## src/rtl/lsu_pkg.sv

```systemverilog
// Shared definitions for the load/store unit: access-size encodings, FSM states
// and the byte-lane helpers used by the extract and merge datapaths.
package lsu_pkg;

  localparam logic [1:0] SZ_BYTE = 2'b00;
  localparam logic [1:0] SZ_HALF = 2'b01;
  localparam logic [1:0] SZ_WORD = 2'b10;

  // A byte lane index times 8 and a halfword lane index times 16 give bit offsets.
  localparam int BYTE_LANE_SHIFT = 3;
  localparam int HALF_LANE_SHIFT = 4;

  typedef enum logic [2:0] {
    ST_IDLE,
    ST_LOAD,
    ST_STORE,
    ST_RMW_RD,
    ST_RMW_WR,
    ST_RESP
  } lsu_state_e;

  function automatic logic [4:0] lane_shift(input logic [1:0] size, input logic [1:0] addr_lo);
    case (size)
      SZ_BYTE: lane_shift = 5'(addr_lo) << BYTE_LANE_SHIFT;
      SZ_HALF: lane_shift = 5'(addr_lo[1]) << HALF_LANE_SHIFT;
      default: lane_shift = 5'd0;
    endcase
  endfunction

  // Reserved size is reported through the same path as a misaligned access.
  function automatic logic is_bad_access(input logic [1:0] size, input logic [1:0] addr_lo);
    case (size)
      SZ_BYTE: is_bad_access = 1'b0;
      SZ_HALF: is_bad_access = addr_lo[0];
      SZ_WORD: is_bad_access = |addr_lo;
      default: is_bad_access = 1'b1;
    endcase
  endfunction

endpackage

```

## src/rtl/lsu_align.sv

```systemverilog
// Combinational lane logic: extracts and sign/zero-extends a load from a memory
// word, and merges sub-word store data into the old word for read-modify-write.
module lsu_align
  import lsu_pkg::*;
(
  input  logic [31:0] ld_word,
  input  logic [31:0] st_old,
  input  logic [31:0] st_wdata,
  input  logic [1:0]  addr_lo,
  input  logic [1:0]  size,
  input  logic        is_unsigned,
  output logic [31:0] ld_result,
  output logic [31:0] st_word
);

  logic [4:0]  shamt;
  logic [31:0] lane;
  logic [31:0] lane_mask;

  assign shamt = lane_shift(size, addr_lo);
  assign lane  = ld_word >> shamt;

  // NOTE: every output of a combinational block is assigned on all paths
  // (here via a default arm) so no latch is inferred.
  always_comb begin
    case (size)
      SZ_BYTE: ld_result = {{24{lane[7] & ~is_unsigned}}, lane[7:0]};
      SZ_HALF: ld_result = {{16{lane[15] & ~is_unsigned}}, lane[15:0]};
      default: ld_result = ld_word;
    endcase
  end

  always_comb begin
    case (size)
      SZ_BYTE: lane_mask = 32'h0000_00ff << shamt;
      SZ_HALF: lane_mask = 32'h0000_ffff << shamt;
      default: lane_mask = 32'hffff_ffff;
    endcase
  end

  // A full-word mask makes the merge collapse to plain store data.
  assign st_word = (st_old & ~lane_mask) | ((st_wdata << shamt) & lane_mask);

endmodule

```

## src/rtl/load_store_unit.sv

```systemverilog
// Load/store unit between execute and a word-addressed data memory; sub-word
// stores use read-modify-write. Optional range check: define LSU_RANGE_CHECK_EN.
module load_store_unit
  import lsu_pkg::*;
#(
  parameter int MEM_WORDS = 256,
  parameter int ADDR_W    = 32
) (
  input  logic              clk,
  input  logic              rst_n,
  input  logic              req_valid,
  output logic              req_ready,
  input  logic              req_we,
  input  logic [1:0]        req_size,
  input  logic              req_unsigned,
  input  logic [ADDR_W-1:0] req_addr,
  input  logic [31:0]       req_wdata,
  output logic              resp_valid,
  output logic              resp_err,
  output logic [31:0]       resp_rdata,
  output logic              mem_we,
  output logic [ADDR_W-1:0] mem_addr,
  output logic [31:0]       mem_wdata,
  input  logic [31:0]       mem_rdata
);

`ifdef LSU_RANGE_CHECK_EN
  localparam logic RANGE_CHECK_ON = 1'b1;
`else
  localparam logic RANGE_CHECK_ON = 1'b0;
`endif

  lsu_state_e        state_q, state_d;
  logic [1:0]        addr_lo_q, addr_lo_d;
  logic [1:0]        size_q, size_d;
  logic              unsigned_q, unsigned_d;
  logic [31:0]       wdata_q, wdata_d;
  logic [31:0]       merge_q, merge_d;
  logic [ADDR_W-1:0] mem_addr_q, mem_addr_d;
  logic              mem_we_q, mem_we_d;
  logic              resp_valid_q, resp_valid_d;
  logic              resp_err_q, resp_err_d;
  logic [31:0]       resp_rdata_q, resp_rdata_d;

  logic [ADDR_W-1:0] word_idx;
  logic              range_err;
  logic              req_err;
  logic [31:0]       ld_result;
  logic [31:0]       st_word;

  assign word_idx  = {2'b00, req_addr[ADDR_W-1:2]};
  assign range_err = word_idx >= ADDR_W'(MEM_WORDS);
  assign req_err   = is_bad_access(req_size, req_addr[1:0]) | (range_err & RANGE_CHECK_ON);

  lsu_align u_align (
    .ld_word     (mem_rdata),
    .st_old      (merge_q),
    .st_wdata    (wdata_q),
    .addr_lo     (addr_lo_q),
    .size        (size_q),
    .is_unsigned (unsigned_q),
    .ld_result   (ld_result),
    .st_word     (st_word)
  );

  always_comb begin
    state_d      = state_q;
    addr_lo_d    = addr_lo_q;
    size_d       = size_q;
    unsigned_d   = unsigned_q;
    wdata_d      = wdata_q;
    merge_d      = merge_q;
    mem_addr_d   = mem_addr_q;
    mem_we_d     = 1'b0;
    resp_valid_d = 1'b0;
    resp_err_d   = 1'b0;
    resp_rdata_d = resp_rdata_q;
    case (state_q)
      ST_IDLE: begin
        if (req_valid) begin
          addr_lo_d  = req_addr[1:0];
          size_d     = req_size;
          unsigned_d = req_unsigned;
          wdata_d    = req_wdata;
          mem_addr_d = word_idx;
          if (req_err) begin
            state_d      = ST_RESP;
            resp_valid_d = 1'b1;
            resp_err_d   = 1'b1;
            resp_rdata_d = '0;
          end else if (!req_we) begin
            state_d = ST_LOAD;
          end else if (req_size == SZ_WORD) begin
            state_d  = ST_STORE;
            mem_we_d = 1'b1;
          end else begin
            state_d = ST_RMW_RD;
          end
        end
      end
      ST_LOAD: begin
        state_d      = ST_RESP;
        resp_valid_d = 1'b1;
        resp_rdata_d = ld_result;
      end
      ST_STORE, ST_RMW_WR: begin
        state_d      = ST_RESP;
        resp_valid_d = 1'b1;
        resp_rdata_d = '0;
      end
      ST_RMW_RD: begin
        state_d  = ST_RMW_WR;
        merge_d  = mem_rdata;
        mem_we_d = 1'b1;
      end
      ST_RESP: state_d = ST_IDLE;
      default: state_d = ST_IDLE;
    endcase
  end

  // mem_we is a flop with async clear, so reset removes a pending write at once.
  always_ff @(posedge clk or negedge rst_n) begin
    if (!rst_n) begin
      state_q      <= ST_IDLE;
      addr_lo_q    <= '0;
      size_q       <= '0;
      unsigned_q   <= 1'b0;
      wdata_q      <= '0;
      merge_q      <= '0;
      mem_addr_q   <= '0;
      mem_we_q     <= 1'b0;
      resp_valid_q <= 1'b0;
      resp_err_q   <= 1'b0;
      resp_rdata_q <= '0;
    end else begin
      // NOTE: sequential state uses non-blocking assignments so every flop
      // samples the pre-edge values regardless of statement order.
      state_q      <= state_d;
      addr_lo_q    <= addr_lo_d;
      size_q       <= size_d;
      unsigned_q   <= unsigned_d;
      wdata_q      <= wdata_d;
      merge_q      <= merge_d;
      mem_addr_q   <= mem_addr_d;
      mem_we_q     <= mem_we_d;
      resp_valid_q <= resp_valid_d;
      resp_err_q   <= resp_err_d;
      resp_rdata_q <= resp_rdata_d;
    end
  end

  assign req_ready  = (state_q == ST_IDLE);
  assign resp_valid = resp_valid_q;
  assign resp_err   = resp_err_q;
  assign resp_rdata = resp_rdata_q;
  assign mem_we     = mem_we_q;
  assign mem_addr   = mem_addr_q;
  assign mem_wdata  = st_word;

endmodule

```

## config.mk

```make
export PLATFORM = sky130hd
export DESIGN_NAME = load_store_unit
export DESIGN_NICKNAME = d
export VERILOG_FILES = /design/src/rtl/lsu_pkg.sv /design/src/rtl/lsu_align.sv /design/src/rtl/load_store_unit.sv
export SDC_FILE = /design/constraint.sdc
export NUM_CORES = 1
export LEC_CHECK = 0
export BUFFER_PORTS_ARGS = -buffer_cell sky130_fd_sc_hd__clkbuf_2
export CAP_MARGIN = 10
export CELL_PAD_IN_SITES_DETAIL_PLACEMENT = 1
export CELL_PAD_IN_SITES_GLOBAL_PLACEMENT = 2
export CORE_MARGIN = 8
export CORE_UTILIZATION = 32
export DETAILED_ROUTE_END_ITERATION = 8
export PLACE_DENSITY_LB_ADDON = 0.1
export REMOVE_ABC_BUFFERS = 1
export SLEW_MARGIN = 20
export SYNTH_ARGS = -nofsm -noshare
export SYNTH_HDL_FRONTEND = slang
export SYNTH_HIERARCHICAL = 1
export SYNTH_SLANG_ARGS = --single-unit
```

## constraint.sdc

```tcl
create_clock -name clk -period 3.04 [get_ports clk]
set_clock_uncertainty 0.15 [all_clocks]
set_input_delay 0.456 -clock clk [delete_from_list [all_inputs] [get_ports clk]]
set_output_delay 0.456 -clock clk [all_outputs]
set_load 0.02 [all_outputs]
```

# ---- Word level (Yosys, flattened, before mapping)
# Index checks and enable logic that the tools add are counted.
dict set report word_totals {
  reg_bits 137
  in_bits 103
  wordCells 61
}
dict set report op_classes {
  eq_ne 9
  n_shift 4
  n_mux 21
  bitwise_logic 7
  n_reduce_logical 9
}
# op count
set op_table {}
lappend op_table {{$pmux 32 s2} 2}
lappend op_table {{$pmux 32 s3} 1}
lappend op_table {{$and 32x32->32} 2}
lappend op_table {{$mux 32} 2}
lappend op_table {{$not 32->32} 1}
lappend op_table {{$or 32x32->32} 1}
lappend op_table {{$shl 16x5->32 const A} 1}
lappend op_table {{$shl 32x5->32} 1}
lappend op_table {{$shl 8x5->32 const A} 1}
lappend op_table {{$shr 32x5->16} 1}
lappend op_table {{$pmux 5 s2} 1}
lappend op_table {{$pmux 3 s3} 1}
lappend op_table {{$mux 1} 8}
lappend op_table {{$eq 3x2->1 const B} 2}
lappend op_table {{$mux 3} 2}
lappend op_table {{$eq 2x1->1 const B} 2}
lappend op_table {{$logic_not 2->1} 2}
lappend op_table {{$pmux 1 s2} 2}
lappend op_table {{$reduce_or 2->1} 2}
lappend op_table {{$eq 3x1->1 const B} 1}
lappend op_table {{$eq 3x3->1 const B} 1}
lappend op_table {{$logic_not 3->1} 1}
lappend op_table {{$pmux 1 s3} 1}
lappend op_table {{$reduce_and 3->1} 1}
lappend op_table {{9 further kinds} 10}

# ---- Depth between registers and ports, before layout
# Gate-level depths: netlist of the first run.
dict set report depth {
  ltp_word 7
  ltp_mapped 8
}

# ---- Modules after synthesis
# The synthesis of the first run kept the hierarchy.
# module n_inst cells_each area_each_um2 seq_area_each_um2
set by_module_without_submodules {}
lappend by_module_without_submodules {load_store_unit 1 314 5138.7 3428.3}
lappend by_module_without_submodules {lsu_align 1 221 1310.0 0.0}

# ---- Worst setup path after synthesis of the first run
# Ideal clock, no wire load.
dict set report synth_path {
  kind {reg2out}
  from {reg size_q[1]}
  to {out mem_wdata[10]}
  t_arrival_ns 1.756
  required_time_ns 2.434
  path_slack_ns 0.678
  stages_incl_launch_ff 6
  n_path_buf 2
  path_cell_list {dfrtp_1 > clkbuf_1 > nor3b_1 > buf_2 > mux2i_1 > o21ai_0}
}
dict set report synth_between {
  elab_chain_len 7
  word_cells_on_any_way 11
  classes_between {eq/ne (1); shift (3); mux (2); bitwise (4); reduce/logical (1)}
}
# item line_no
set synth_lines {}
lappend synth_lines {{start, declared} load_store_unit.sv:35} ;# logic [1:0] size_q, size_d;
lappend synth_lines {{start signal, assigned} load_store_unit.sv:140} ;# size_q <= size_d;
lappend synth_lines {{$eq 2x1->1 or $logic_not 2->1 (tied branches)} {lsu_pkg.sv:23, lsu_align.sv:34}}
lappend synth_lines {{$pmux 5 s2} lsu_pkg.sv:23} ;# case (size)
lappend synth_lines {{$shl 16x5->32 or $shl 8x5->32 (tied branches)} {lsu_align.sv:36, lsu_align.sv:35}}
lappend synth_lines {{$pmux 32 s2} lsu_align.sv:34} ;# case (size)
lappend synth_lines {{$not 32->32} lsu_align.sv:42} ;# assign st_word = (st_old & ~lane_mask) | ((st_wdata << shamt) & lane_mask);
lappend synth_lines {{$and 32x32->32} lsu_align.sv:42}
lappend synth_lines {{$or 32x32->32 (*)} lsu_align.sv:42}
lappend synth_lines {{end, declared} load_store_unit.sv:23} ;# output logic [31:0] mem_wdata,
# Every way passes the cells marked *; elsewhere a longest branch is shown, timed or not.

# ---- Final worst setup path of the first run
dict set report layout_path {
  from {reg size_q[0]}
  to {out mem_wdata[4]}
}
# The elaborated chain is that of the path after synthesis.

==> results.json, run 1 <==
{
  "postLayoutCoreUtil_pct": 41.5,
  "drtIter0Drc": 165,
  "hold_viol": 0,
  "numCtsBuffers": 17,
  "top_usage_layer": "met2",
  "setup.worst_path.start_class": "flop",
  "status": "finished clean",
  "synth_area_leaders": "dfrtp_1, mux2_2, a32o_1, nand2_1, mux2_1",
  "diodes": 0,
  "avgSynthCellArea_sq_um": 12.1,
  "grt_max_degree": 69,
  "chipWidth_um": 158,
  "syn2layout_area_growth_pct": 28.8,
  "cp-end-kind": "output port",
  "slew_viol_final": 0,
  "cts_tree": "yes",
  "clk_pin_slew_ps": 60,
  "first_pass_iters": 4,
  "first_global_vias": 5772,
  "use_met2_pct": 29.6,
  "yosysSeqAreaShare_pct": 53.2,
  "critPathKind": "flop to output port",
  "netlist_area_sq_um": 6450,
  "p_leak_nw": 3.99,
  "row_count": 52,
  "cp.arrival_ps": 2330,
  "crit_slowest_cell": "dfrtp_1",
  "cts-root-buf": "clkbuf_16",
  "port_buffers": 200,
  "timing.final.crit_share_pct": 96.6,
  "ant_nets": 0,
  "wl_mm": 22.3,
  "yosys.cell_types.count": 43,
  "p_per_area_nw_per_um2": 1240,
  "yosysTopAreaCell": "dfrtp_1",
  "path_max_fanout": 17,
  "grt_util_met3_pct": 5.38,
  "io_pins": 203,
  "rsz0062_at_grt": "false",
  "drc": 0,
  "ir_worst_vdd_uv": 574,
  "fmax_mhz": 340,
  "nets": 835,
  "wl_per_cell_um": 22.0,
  "cap_violations": 0,
  "grt_usage_pct": 18.5,
  "grt_pass1_wl_mm": 34.7,
  "worst_slew_pin_slew_ps": 920,
  "die_area_sq_um": 25000,
  "antenna_found_initial": 1,
  "clk-insertion-delay-late_ps": 420,
  "slowest_delay_ps": 530,
  "relSlewSlack_pct": 38.6,
  "yosysWarnings": 6,
  "crit_chain": "nand2b_4, a21o_1, buf_4, mux2_2, clkbuf_2",
  "die_y_um": 158,
  "vias_per_cell": 5.11,
  "start_util_pct": 32.2,
  "hp-class": "primary input to flop",
  "drive_gt1_share_pct": 47.4,
  "mostFrequentLayoutCells": "clkbuf_2, dfrtp_1, mux2_2",
  "cts_buffer_depth": 2,
  "core_sq_um": 20000,
  "synth_top_area_share_pct": 53.2,
  "final_common_cell": "clkbuf_2",
  "gp_congestion": 0.735,
  "crit_required_ps": 2430,
  "clkSinkCount": 137,
  "dr_total_vias": 5178,
  "layout_min_cycle_time_ps": 2940,
  "dp_hpwl_mm": 15.7,
  "grt.met1_usage_pct": 24.4,
  "h-tree-depth": 4,
  "syn_inst": 535,
  "setup_viol": 0,
  "grt-ovfl-total": 0,
  "design_power_total_mw": 10.3,
  "ys_ff_latch": 137
}
==> routing by layer <==
metal | routed length, um | vias to the layer above | part of all wire, %
met2 | 10600 | 156 | 48
li1 | - | 2347 | -
met4 | 110 | 2 | 0.49
met3 | 1610 | 10 | 7.2
met5 | 13 | - | 0.058
met1 | 9970 | 2663 | 45
==> synthesized netlist by cell type (all sizes together) <==
cell and instances:
o21ai 22, conb 1, a41oi 1, a221oi 8, mux2i 19, a32o 32, inv 12, a22o 3
o22ai 8, nand2b 6, a21o 3, clkbuf 14, or4 1, buf 30, o31ai 1, nor3 3
nand3b 2, o211ai 1, nand3 2, a21oi 20, or2 1, and4 1, nor2 11, and3 1
nand2 68, a221o 3, nor4 2, o32a 1, mux2 107, xor2 1, nor3b 2, mux4 1
dfrtp 137, a211o 5, nor2b 3, or3 1, nor4b 1
==> logic make-up after synthesis <==
kind of cell | count (synthesis) | share of synthesized area, %
flops | 137 | 53.2
other cells | 1 | 0.0582
compound gates | 108 | 12.6
xor+xnor | 1 | 0.136
buf+inv | 56 | 4.35
mux | 127 | 22.0
simple gates | 105 | 7.68
==> report_power, final <==
part	switching [mW]	internal (mW)
clock	0.837	1.04
sequential	0.614	2.67
combinational	3.08	2.05
==> cell type report <==
type / instances / area [sq um]
clock buffers: 17 / 425
clock inverters: 14 / 103
fillers: 2287 / 11700
inverters: 12 / 45.0
multi-input cells: 343 / 2780
flip-flops and latches: 137 / 3430
well taps: 270 / 338
repair buffers: 221 / 1190
==> flip-flops by register name, summed over array words and instances, names as in the netlist, 2 cells and up <==
name        flops
merge_q        32
resp_rdata     32
wdata_q        32
mem_addr       30
state_q         3
addr_lo_q       2
size_q          2
==> worst max-delay path, delay by kind of cell, from the launching register on <==
family | cells | cell delay (ps)
AOI/OAI and AO/OA | 1 | 220
buffers and inverters | 2 | 440
DFF | 1 | 530
muxes | 1 | 370
and+or+nand+nor | 1 | 350
==> stage by stage <==
stage / cells / TNS, ps / setup WS (ps) / area [sq um] / hold WS, ps
after floorplan: 492 / -78810 / -1330 / 6220 / 10.4
after global placement: 982 / 0 / 368 / 7770 / 317
after detailed placement: 982 / 0 / 316 / 7770 / 328
after CTS: 1014 / 0 / 59.4 / 8310 / 74.7
after global routing: 1014 / 0 / 1.26 / 8310 / 82.6
final: 1014 / 0 / 103 / 8310 / 93.9
==> path summary, 6_finish.rpt <==
| path | start | to | slack (ps) | cells after the start |
|---|---|---|---|---|
| max in group asynchronous | rst_n | addr_lo_q[1]$_DFFE_PN0P_ | 1590 | 3 |
| max reg2reg | state_q[1]$_DFFE_PN0P_ | resp_rdata[9]$_DFFE_PN0P_ | 530 | 3 |
| max | size_q[0]$_DFFE_PN0P_ | mem_wdata[4] | 100 | 5 |
| min reg2reg | mem_addr[16]$_DFFE_PN0P_ | mem_addr[16]$_DFFE_PN0P_ | 330 | 1 |
| min | req_we | state_q[1]$_DFFE_PN0P_ | 90 | 3 |
| min in group asynchronous | rst_n | mem_addr[18]$_DFFE_PN0P_ | 430 | 2 |
==> timing repair <==
action	in CTS	in global routing
gates resized for setup	1	0
hold buffers	1	0
buffers inserted	0	0
setup endpoints to repair	8	0
hold endpoints to repair	54	0
Power figures use the tool's default switching activity.
==> inputs of run 2 (changes only) <==
==> constraint.sdc (replaced) <==
create_clock -name clk -period 3 [get_ports clk]
set_clock_uncertainty 0.15 [all_clocks]
set_input_delay 0.45 -clock clk [delete_from_list [all_inputs] [get_ports clk]]
set_output_delay 0.45 -clock clk [all_outputs]
set_load 0.05 [all_outputs]
==> run 2 against run 1 <==
Effect of this change: die area stayed put; cell area is 2.2% higher; clock-buffer cell count is 3 higher; setup slack better by 45 ps; critical path type unchanged.
==> results.json, run 2 (synthesized netlist as in run 1, its figures left out) <==
{
  "vias_per_cell": 5.08,
  "port_buffers": 200,
  "cap_violations": 0,
  "min_to": "state_q[1]$_DFFE_PN0P_",
  "cts_tree": "yes",
  "dp_hpwl_mm": 16.0,
  "final_common_cell": "clkbuf_2",
  "diodes": 0,
  "drtIter0Drc": 197,
  "reg2reg_setup_slack_ps": 460,
  "start_util_pct": 32.2,
  "cp.arrival_ps": 2250,
  "critPathBufInv": 3,
  "timing.final.crit_share_pct": 95.1,
  "die_area_sq_um": 25000,
  "chipWidth_um": 158,
  "critPathTopFamily": "buffers and inverters",
  "layout_min_cycle_time_ps": 2850,
  "postLayoutCoreUtil_pct": 42.4,
  "first_pass_iters": 4,
  "cts_buffer_depth": 2,
  "grt-ovfl-total": 0,
  "crit_required_ps": 2400,
  "numCtsBuffers": 17,
  "slew_viol_final": 0,
  "cts-root-buf": "clkbuf_16",
  "wl_per_cell_um": 22.0,
  "drc": 0,
  "setup.worst_path.start_class": "flop",
  "reg2reg_to": "resp_rdata[9]$_DFFE_PN0P_",
  "clkSinkCount": 137,
  "wl_mm": 22.4,
  "row_count": 52,
  "nets": 838,
  "status": "finished clean",
  "path_max_fanout": 11,
  "r2r_cells": 7,
  "cp_common_cell": "buf_4",
  "hold_viol": 0,
  "rsz0062_at_grt": "false",
  "cp-end-kind": "output port",
  "grt_max_degree": 69,
  "first_global_vias": 5744,
  "crit_slowest_cell": "dfrtp_1",
  "crit_chain": "buf_4, nor2b_2, buf_4, a221oi_1, clkbuf_2",
  "dr_total_vias": 5169,
  "slowest_delay_ps": 490,
  "hold_start": "req_we",
  "h-tree-depth": 4,
  "clk_pin_slew_ps": 60,
  "setup_viol": 0,
  "syn2layout_area_growth_pct": 31.7,
  "ant_nets": 0,
  "core_sq_um": 20000,
  "die_y_um": 158,
  "grt_usage_pct": 18.6,
  "rr_startpoint": "addr_lo_q[1]$_DFFE_PN0P_",
  "hp-class": "primary input to flop",
  "drive_gt1_share_pct": 47.7,
  "relSlewSlack_pct": 42.2,
  "gp_congestion": 0.774,
  "clk-insertion-delay-late_ps": 420,
  "antenna_found_initial": 1,
  "worst_slew_pin_slew_ps": 866,
  "fmax_mhz": 351,
  "io_pins": 203,
  "grt_pass1_wl_mm": 34.5,
  "hold_depth": 3,
  "tns_ps": 0,
  "critPathKind": "flop to output port",
  "mostFrequentLayoutCells": "clkbuf_2, dfrtp_1, mux2_2"
}
## run 2: changes by cell type in the layout (fill, tap and decap cells not counted), sizes merged
cell and change:
buf +8, bufinv +3, clkbuf -2, clkinv -2, inv -3
## run 2: repair_timing
| action | 4_1_cts | 5_1_grt |
|---|---|---|
| resized for setup | 0 | 4 |
| hold buffers | 1 | 0 |
| setup buffers | 0 | 0 |
| endpoints found under the hold margin | 61 | 0 |
| setup endpoints to repair | 0 | 8 |
## run 2: through the flow
stage               setup WS (ps)  cells  hold slack, ps  cell area [sq um]
floorplan                   -1370    492            4.41               6220
global placement              540    985             316               7870
detailed placement            483    985             324               7870
CTS                          48.3   1018            67.6               8480
global route                 18.4   1018            73.0               8490
finish                        148   1018            85.0               8490
## run 2: how the worst max path moves through the flow
stage                                        start                         end  depth (start not counted)
after global placement       size_q[0]$_DFFE_PN0P_               mem_wdata[28]                          5
after CTS                    size_q[0]$_DFFE_PN0P_               mem_wdata[28]                          5
after global routing      addr_lo_q[1]$_DFFE_PN0P_               mem_wdata[27]                          5
after detailed placement     size_q[0]$_DFFE_PN0P_  resp_rdata[11]$_DFFE_PN0P_                          6
after floorplan             state_q[1]$_DFFE_PN0P_   resp_rdata[0]$_DFFE_PN0P_                          3
final                     addr_lo_q[1]$_DFFE_PN0P_               mem_wdata[27]                          5
## run 2: cell type report
| cell class | instances | area [sq um] |
|---|---|---|
| clock inverters | 12 | 149 |
| flip-flops and latches | 137 | 3430 |
| repair buffers | 224 | 1290 |
| inverters | 12 | 45.0 |
| well taps | 270 | 338 |
| fillers | 2222 | 11500 |
| clock buffers | 20 | 457 |
| multi-input cells | 343 | 2780 |
## run 2: per-layer routing
layer	global-route usage [%]	up-vias	routed length [um]
met4	5.07	2	244
met1	23.5	2642	9640
li1	-	2353	-
met2	29.8	157	10800
met5	0	-	13
met3	6.25	15	1670
## run 2: worst min-delay path: stages
cell and delay, ps:
clkbuf_2 90, nand2_1 50, a21oi_1 30
Power of run 2 is left out: the tool's default activity adds up to more than one toggle a clock period on the data nets, which glitch-free logic cannot reach.
